$ cat config.mk
export PLATFORM = sky130hd
export DESIGN_NAME = scan_seq_ctrl_flat
export DESIGN_NICKNAME = d
export VERILOG_FILES = /design/src/rtl/scan_pkg.sv /design/src/rtl/scan_seq_ctrl_if.sv /design/src/rtl/scan_ch_pick.sv /design/src/rtl/scan_seq_ctrl.sv /design/src/flat_wrapper.sv
export SDC_FILE = /design/constraint.sdc
export NUM_CORES = 1
export LEC_CHECK = 0
export CAP_MARGIN = 20
export CORE_ASPECT_RATIO = 1.5
export CORE_MARGIN = 3
export CORE_UTILIZATION = 40
export DETAILED_ROUTE_END_ITERATION = 16
export MAX_ROUTING_LAYER = met4
export SYNTH_ARGS = -nofsm -noshare
export SYNTH_HDL_FRONTEND = slang
export SYNTH_HIERARCHICAL = 1
export SYNTH_SLANG_ARGS = --single-unit
$ cat constraint.sdc
create_clock -name fpga_clk -period 3.74 [get_ports fpga_clk]
set_clock_uncertainty 0.1 [all_clocks]
set_input_delay 0.561 -clock fpga_clk [delete_from_list [all_inputs] [get_ports fpga_clk]]
set_output_delay 0.561 -clock fpga_clk [all_outputs]
set_load 0.05 [all_outputs]
$ cat src/rtl/scan_pkg.sv
// Shared types and default sizing for the rotary scan sequencer.
// Holds the FSM state encoding and helpers that size the channel index and tick counter.
package scan_pkg;

    localparam int DEF_N_CH         = 4;
    localparam int DEF_STEP_W       = 10;
    localparam int DEF_DWELL_W      = 8;
    localparam int DEF_SETTLE_TICKS = 2;

    typedef enum logic [2:0] {
        S_IDLE,
        S_SELECT,
        S_SETTLE,
        S_ACQ,
        S_MOVE,
        S_DONE
    } state_t;

    function automatic int max_int(input int a, input int b);
        return (a > b) ? a : b;
    endfunction

    function automatic int ch_idx_w(input int n_ch);
        return (n_ch > 1) ? $clog2(n_ch) : 1;
    endfunction

    localparam int DEF_CH_IDX_W = ch_idx_w(DEF_N_CH);

endpackage

$ cat src/rtl/scan_seq_ctrl_if.sv
// Control/status bundle between the scan sequencer and its host.
// The host is the master; the sequencer is the slave.
interface scan_seq_ctrl_if
    import scan_pkg::*;
#(
    parameter int N_CH    = DEF_N_CH,
    parameter int STEP_W  = DEF_STEP_W,
    parameter int DWELL_W = DEF_DWELL_W
);
    localparam int CH_IDX_W = ch_idx_w(N_CH);

    logic                step_tick;
    logic                init;
    logic                trg;
    logic [STEP_W-1:0]   cfg_steps;
    logic [N_CH-1:0]     cfg_ch_mask;
    logic [DWELL_W-1:0]  cfg_dwell;
    logic                busy;
    logic                rot_en;
    logic                adc_en;
    logic [N_CH-1:0]     rf_sel;
    logic [CH_IDX_W-1:0] ch_idx;
    logic [STEP_W-1:0]   rot_count;
    logic                done;
    logic                cfg_err;

    modport master (
        output step_tick, init, trg, cfg_steps, cfg_ch_mask, cfg_dwell,
        input  busy, rot_en, adc_en, rf_sel, ch_idx, rot_count, done, cfg_err
    );

    modport slave (
        input  step_tick, init, trg, cfg_steps, cfg_ch_mask, cfg_dwell,
        output busy, rot_en, adc_en, rf_sel, ch_idx, rot_count, done, cfg_err
    );

endinterface

$ cat src/rtl/scan_ch_pick.sv
// Combinational finder: lowest set bit of i_mask whose index is >= i_start.
// i_start is one bit wider than the index so "past the last channel" is representable.
module scan_ch_pick #(
    parameter int N_CH  = 4,
    parameter int IDX_W = 2
) (
    input  logic [N_CH-1:0]  i_mask,
    input  logic [IDX_W:0]   i_start,
    output logic             o_found,
    output logic [IDX_W-1:0] o_idx
);

    always_comb begin
        // NOTE: defaults first so every path assigns both outputs and no latch is inferred.
        o_found = 1'b0;
        o_idx   = '0;
        // Descending scan: the last hit written is the lowest qualifying index.
        for (int i = N_CH - 1; i >= 0; i--) begin
            if (i_mask[i] && ((IDX_W + 1)'(i) >= i_start)) begin
                o_found = 1'b1;
                o_idx   = IDX_W'(i);
            end
        end
    end

endmodule

$ cat src/rtl/scan_seq_ctrl.sv
// Multi-position rotary scan sequencer: per position, settle and acquire on each enabled
// RF channel in ascending order, then step the rotator. All timing is in step_tick units.
module scan_seq_ctrl
    import scan_pkg::*;
#(
    parameter int N_CH         = DEF_N_CH,
    parameter int STEP_W       = DEF_STEP_W,
    parameter int DWELL_W      = DEF_DWELL_W,
    parameter int SETTLE_TICKS = DEF_SETTLE_TICKS
) (
    input  logic           fpga_clk,
    input  logic           rst,
    scan_seq_ctrl_if.slave bus
);

    localparam int CH_IDX_W = ch_idx_w(N_CH);
    localparam int TICK_W   = max_int(DWELL_W, $clog2(SETTLE_TICKS + 1));
    localparam logic [TICK_W-1:0] SETTLE_LAST = TICK_W'(SETTLE_TICKS);

    state_t              r_state;
    logic [STEP_W-1:0]   r_pos;
    logic [STEP_W-1:0]   r_steps;
    logic [N_CH-1:0]     r_mask;
    logic [DWELL_W-1:0]  r_dwell;
    logic [TICK_W-1:0]   r_tick_cnt;
    logic [CH_IDX_W-1:0] r_search_start;

    logic                r_busy;
    logic                r_rot_en;
    logic                r_adc_en;
    logic [N_CH-1:0]     r_rf_sel;
    logic [CH_IDX_W-1:0] r_ch_idx;
    logic [STEP_W-1:0]   r_rot_count;
    logic                r_done;
    logic                r_cfg_err;

    logic [CH_IDX_W:0]   w_pick_start;
    logic                w_found;
    logic [CH_IDX_W-1:0] w_idx;
    logic [TICK_W-1:0]   w_tick_next;
    logic [TICK_W-1:0]   w_dwell_last;
    logic [STEP_W-1:0]   w_pos_next;
    logic                w_cfg_ok;

    // In ACQ the picker looks ahead for a higher channel; otherwise it serves SELECT.
    assign w_pick_start = (r_state == S_ACQ) ? ({1'b0, r_ch_idx} + (CH_IDX_W + 1)'(1))
                                             : {1'b0, r_search_start};
    assign w_tick_next  = r_tick_cnt + TICK_W'(1);
    assign w_dwell_last = (r_dwell == '0) ? TICK_W'(1) : TICK_W'(r_dwell);
    assign w_pos_next   = r_pos + STEP_W'(1);
    assign w_cfg_ok     = (bus.cfg_ch_mask != '0) && (bus.cfg_steps != '0);

    scan_ch_pick #(
        .N_CH  (N_CH),
        .IDX_W (CH_IDX_W)
    ) u_pick (
        .i_mask  (r_mask),
        .i_start (w_pick_start),
        .o_found (w_found),
        .o_idx   (w_idx)
    );

    // NOTE: non-blocking assignments throughout, so every branch reads pre-edge state.
    always_ff @(posedge fpga_clk) begin
        if (!rst) begin
            r_state        <= S_IDLE;
            r_pos          <= '0;
            r_steps        <= '0;
            r_mask         <= '0;
            r_dwell        <= '0;
            r_tick_cnt     <= '0;
            r_search_start <= '0;
            r_busy         <= 1'b0;
            r_rot_en       <= 1'b0;
            r_adc_en       <= 1'b0;
            r_rf_sel       <= '0;
            r_ch_idx       <= '0;
            r_rot_count    <= '0;
            r_done         <= 1'b0;
            r_cfg_err      <= 1'b0;
        end else if (bus.init) begin
            // Abort and re-home; a simultaneous trg is dropped and cfg_err is left alone.
            r_state     <= S_IDLE;
            r_tick_cnt  <= '0;
            r_busy      <= 1'b0;
            r_rot_en    <= 1'b0;
            r_adc_en    <= 1'b0;
            r_rf_sel    <= '0;
            r_ch_idx    <= '0;
            r_rot_count <= '0;
            r_done      <= 1'b0;
        end else begin
            r_done <= 1'b0;
            case (r_state)
                S_IDLE: begin
                    if (bus.trg) begin
                        if (!w_cfg_ok) begin
                            r_cfg_err <= 1'b1;
                        end else begin
                            r_steps        <= bus.cfg_steps;
                            r_mask         <= bus.cfg_ch_mask;
                            r_dwell        <= bus.cfg_dwell;
                            r_cfg_err      <= 1'b0;
                            r_pos          <= '0;
                            r_search_start <= '0;
                            r_busy         <= 1'b1;
                            r_state        <= S_SELECT;
                        end
                    end
                end
                S_SELECT: begin
                    r_ch_idx   <= w_idx;
                    r_rf_sel   <= N_CH'(1) << w_idx;
                    r_tick_cnt <= '0;
                    r_state    <= S_SETTLE;
                end
                S_SETTLE: begin
                    if (bus.step_tick) begin
                        if (w_tick_next == SETTLE_LAST) begin
                            r_tick_cnt <= '0;
                            r_adc_en   <= 1'b1;
                            r_state    <= S_ACQ;
                        end else begin
                            r_tick_cnt <= w_tick_next;
                        end
                    end
                end
                S_ACQ: begin
                    if (bus.step_tick) begin
                        if (w_tick_next == w_dwell_last) begin
                            r_tick_cnt <= '0;
                            r_adc_en   <= 1'b0;
                            if (w_found) begin
                                r_search_start <= w_pick_start[CH_IDX_W-1:0];
                                r_state        <= S_SELECT;
                            end else begin
                                r_rot_en <= 1'b1;
                                r_state  <= S_MOVE;
                            end
                        end else begin
                            r_tick_cnt <= w_tick_next;
                        end
                    end
                end
                S_MOVE: begin
                    if (bus.step_tick) begin
                        r_rot_count <= r_rot_count + STEP_W'(1);
                        r_pos       <= w_pos_next;
                        r_rot_en    <= 1'b0;
                        if (w_pos_next == r_steps) begin
                            r_done   <= 1'b1;
                            r_rf_sel <= '0;
                            r_state  <= S_DONE;
                        end else begin
                            r_search_start <= '0;
                            r_state        <= S_SELECT;
                        end
                    end
                end
                S_DONE: begin
                    r_busy  <= 1'b0;
                    r_state <= S_IDLE;
                end
                default: begin
                    r_busy  <= 1'b0;
                    r_state <= S_IDLE;
                end
            endcase
        end
    end

    assign bus.busy      = r_busy;
    assign bus.rot_en    = r_rot_en;
    assign bus.adc_en    = r_adc_en;
    assign bus.rf_sel    = r_rf_sel;
    assign bus.ch_idx    = r_ch_idx;
    assign bus.rot_count = r_rot_count;
    assign bus.done      = r_done;
    assign bus.cfg_err   = r_cfg_err;

endmodule
$ cat src/flat_wrapper.sv
// flat-port wrapper written by rule: the top's interface ports become plain ports
module scan_seq_ctrl_flat import scan_pkg::*;
#(
    parameter int N_CH         = DEF_N_CH,
    parameter int STEP_W       = DEF_STEP_W,
    parameter int DWELL_W      = DEF_DWELL_W,
    parameter int SETTLE_TICKS = DEF_SETTLE_TICKS
)
  (fpga_clk, rst, bus_step_tick, bus_init, bus_trg, bus_cfg_steps, bus_cfg_ch_mask, bus_cfg_dwell, bus_busy, bus_rot_en, bus_adc_en, bus_rf_sel, bus_ch_idx, bus_rot_count, bus_done, bus_cfg_err);
  scan_seq_ctrl_if #(.N_CH(N_CH), .STEP_W(STEP_W), .DWELL_W(DWELL_W)) bus_i ();
  input  logic fpga_clk;
  input  logic rst;
  input wire logic [$bits(bus_i.step_tick)-1:0] bus_step_tick;
  input wire logic [$bits(bus_i.init)-1:0] bus_init;
  input wire logic [$bits(bus_i.trg)-1:0] bus_trg;
  input wire logic [$bits(bus_i.cfg_steps)-1:0] bus_cfg_steps;
  input wire logic [$bits(bus_i.cfg_ch_mask)-1:0] bus_cfg_ch_mask;
  input wire logic [$bits(bus_i.cfg_dwell)-1:0] bus_cfg_dwell;
  output wire logic [$bits(bus_i.busy)-1:0] bus_busy;
  output wire logic [$bits(bus_i.rot_en)-1:0] bus_rot_en;
  output wire logic [$bits(bus_i.adc_en)-1:0] bus_adc_en;
  output wire logic [$bits(bus_i.rf_sel)-1:0] bus_rf_sel;
  output wire logic [$bits(bus_i.ch_idx)-1:0] bus_ch_idx;
  output wire logic [$bits(bus_i.rot_count)-1:0] bus_rot_count;
  output wire logic [$bits(bus_i.done)-1:0] bus_done;
  output wire logic [$bits(bus_i.cfg_err)-1:0] bus_cfg_err;
  assign bus_i.step_tick = bus_step_tick;
  assign bus_i.init = bus_init;
  assign bus_i.trg = bus_trg;
  assign bus_i.cfg_steps = bus_cfg_steps;
  assign bus_i.cfg_ch_mask = bus_cfg_ch_mask;
  assign bus_i.cfg_dwell = bus_cfg_dwell;
  assign bus_busy = bus_i.busy;
  assign bus_rot_en = bus_i.rot_en;
  assign bus_adc_en = bus_i.adc_en;
  assign bus_rf_sel = bus_i.rf_sel;
  assign bus_ch_idx = bus_i.ch_idx;
  assign bus_rot_count = bus_i.rot_count;
  assign bus_done = bus_i.done;
  assign bus_cfg_err = bus_i.cfg_err;
  scan_seq_ctrl #(.N_CH(N_CH), .STEP_W(STEP_W), .DWELL_W(DWELL_W), .SETTLE_TICKS(SETTLE_TICKS)) u_core (.fpga_clk(fpga_clk), .rst(rst), .bus(bus_i));
endmodule
==> results.md <==
* M3 GR Usage at 0.0316
* Die Y-Extent at about 120 um
* Design area at about 0.0044 mm2
* Setup violators final at 0
* Yosys reg bits at 66
* RSZ-0062 raised after global routing: false
* Post-synthesis cell count at 474
* Top area cells in the synthesized netlist: dfxtp_1, nand2_1, a21oi_1
* DR WL/cell at 14.9 um
* Main synth FF type: dfxtp_1
* Initial antenna violation count at 0
* Sequential element share of the synthesized area at 0.365
* Worst Path Max Fanout at 11
* Synth warnings at 6
* Syn_nets at 506
* Clock buffer depth at 2
* Fillcell total at 853
* Pin count of the biggest net entering global routing at 35
* Worst slew margin at 0.473
* Post-synth EDFFs at 0
* Routed via count at between 3000 and 4000
* Drt first pass iters at 4
* Cell area after synthesis at ~0.0036 mm2
* H-Tree Depth at 3
* Max Slew Vio Count at 0
* Area occupied by multi-input gates at ~0.0021 mm2
* Syn-to-layout area delta at 22.7%
* Clk slew on worst S/H paths at 50 ps
* Most common cell after layout, fill and taps aside: nand2_1
* Max Fclk at 333 MHz
* FF+latch area at approximately 0.0013 mm2
* Worst path arrival time at 3160 ps
* Rows at 41
* Critical path type: flop to flop
* Ant. Diodes at 0
* Met1 GRT Util at 0.198
* Max-cap viol count at 0
* Netlist cell types at 63
* CP startpoint kind: flop
* Initial drt markers at 160
* Vias per inst at 5.63
* Post-route ant nets at 0
* Root Driver: clkbuf_16
* Cts-stage hold buffer count at 0
* Post-CTS Setup Inserts at 0
* Post-DP Area at 0.00415 mm2
* Mean Syn Cell Area at 7.63 um2
* # IOs at 48
* Pwr Density at 390 mW/mm2
* Die span in x at 83.6 um
* Global-route wire length before repair at 15800 um
* Dpl hpwl at 6920 um
* Met2 Resource Use GR at 0.364
* Layout cells sized above 1 at 0.0756
* Type of the worst min-delay path: flop to flop
* Crit share post-route at 0.803
* Final Hold Fails at 0
* Number of I/O port buffers at 47
* Most Crowded Layer GR: met2
* CTS tree: yes
* Setup TNS at 0 ps
* Num CTS Buffers at 9
* CTS sink cnt at between 60 and 70
* Status: finished, final reports clean
* Crit path capture type: flop
* Most frequent cells in the layout: nand2_1, dfxtp_1, a21oi_1
* Leak at 1.55 nW
* Min Tclk post-route at between 3000 and 4000 ps
* Ys async rst share at 0
* RD Place Congestion at 0.850
* Starting Density at 0.420
* Worst IR drop on VDD at 0.000221 V
* Die footprint at 0.0102 mm2
* Area share of the largest cell type after synthesis at 0.365
* Worst Tran Pin Value at a little under 800 ps
* Total track usage at 0.196
* CTS resizes at 0
* Final Routed Wirelength at around 9300 um
* Total global routing overflow at 0
* Core footprint at roughly 0.0086 mm2
* WP data required at 3900 ps
* Vias in the first global route at 3429
* DRC Markers at 0
* Layout Nets at 543
* Later-pin clock latency in the skew report at ~330 ps
* Yosys top cell by area: dfxtp_1
==> critical path, stage by stage, from the launching register on <==
cell and delay [ps]:
dfxtp_1 510, nor2b_1 430, nand2_1 210, mux2_2 350
a21bo_1 190, a21o_1 210, nand2_1 120, a31oi_1 90
nor4_1 490, mux2i_1 240
==> kinds of logic after synthesis <==
kind of cell | after synthesis | synth area share
flops | 66 | 0.365
mux | 6 | 0.0176
fa+ha+maj | 5 | 0.0173
xor+xnor | 24 | 0.0581
compound gates | 117 | 0.201
buf+inv | 41 | 0.0484
simple gates | 215 | 0.292
==> cells in the mapped netlist (8+ instances only) <==
| cell | instances |
|---|---|
| a21oi_1 | 50 |
| o21ai_0 | 22 |
| nand3_1 | 14 |
| nor4_1 | 9 |
| and3_1 | 9 |
| nand4_1 | 8 |
| nand2_1 | 84 |
| xnor2_1 | 10 |
| nor2_1 | 38 |
| xor2_1 | 14 |
| dfxtp_1 | 66 |
| clkbuf_1 | 19 |
| or3_1 | 9 |
| inv_1 | 14 |
| nor3_1 | 14 |
==> through the flow <==
| stage | instances | total power [W] | setup slack, ps | hold WS (ps) | utilization |
|---|---|---|---|---|---|
| global route | 623 | 0.00180 | 502 | 372 | 0.515 |
| global placement | 606 | 0.000942 | 797 | 347 | 0.480 |
| detailed placement | 607 | 0.000945 | 782 | 345 | 0.481 |
| CTS | 623 | 0.00175 | 773 | 355 | 0.515 |
| floorplan | 474 | 0.000868 | 1060 | 331 | - |
| finish | 623 | 0.00173 | 737 | 357 | 0.515 |
==> layout make-up <==
cell class                 instances  area share
timing repair buffer              52       0.114
tap                              107      0.0302
multi-input combinational        367       0.479
clock buffer                      12      0.0601
sequential                        66       0.298
inverter                          15      0.0127
clock inverter                     4     0.00564
==> power by group <==
| group | internal (W) | switching, W | total, W |
|---|---|---|---|
| Sequential | 0.000720 | 0.0000182 | 0.000738 |
| Combinational | 0.0000827 | 0.000109 | 0.000192 |
| Clock | 0.000500 | 0.000299 | 0.000799 |
==> path summary, 6_finish.rpt <==
check | from | endpoint | slack (ps) | depth (start not counted)
min | u_core/r_mask[2] | u_core/r_mask[2] | 360 | 2
max reg2reg | u_core/r_state[1] | u_core/r_search_start[1] | 740 | 9
max | u_core/r_state[1] | u_core/r_search_start[1] | 740 | 9
min reg2reg | u_core/r_mask[2] | u_core/r_mask[2] | 360 | 2
==> per-layer routing <==
layer	routed length (um)	part of all wire
met5	0	0
met4	300	0.032
met3	251	0.027
met2	5110	0.55
met1	3640	0.39
==> state kept, by name (all words and copies together), names as in the netlist <==
signal and flops:
u_core/r_state 3, u_core/bus.done 1, u_core/bus.cfg_err 1, u_core/r_search_start 2, u_core/r_mask 4, u_core/r_pos 10, u_core/bus.adc_en 1, u_core/bus.rf_sel 4
u_core/bus.rot_count 10, u_core/bus.rot_en 1, u_core/r_dwell 8, u_core/bus.busy 1, u_core/bus.ch_idx 2, u_core/r_tick_cnt 8, u_core/r_steps 10
(Power assumes the default switching activity.)
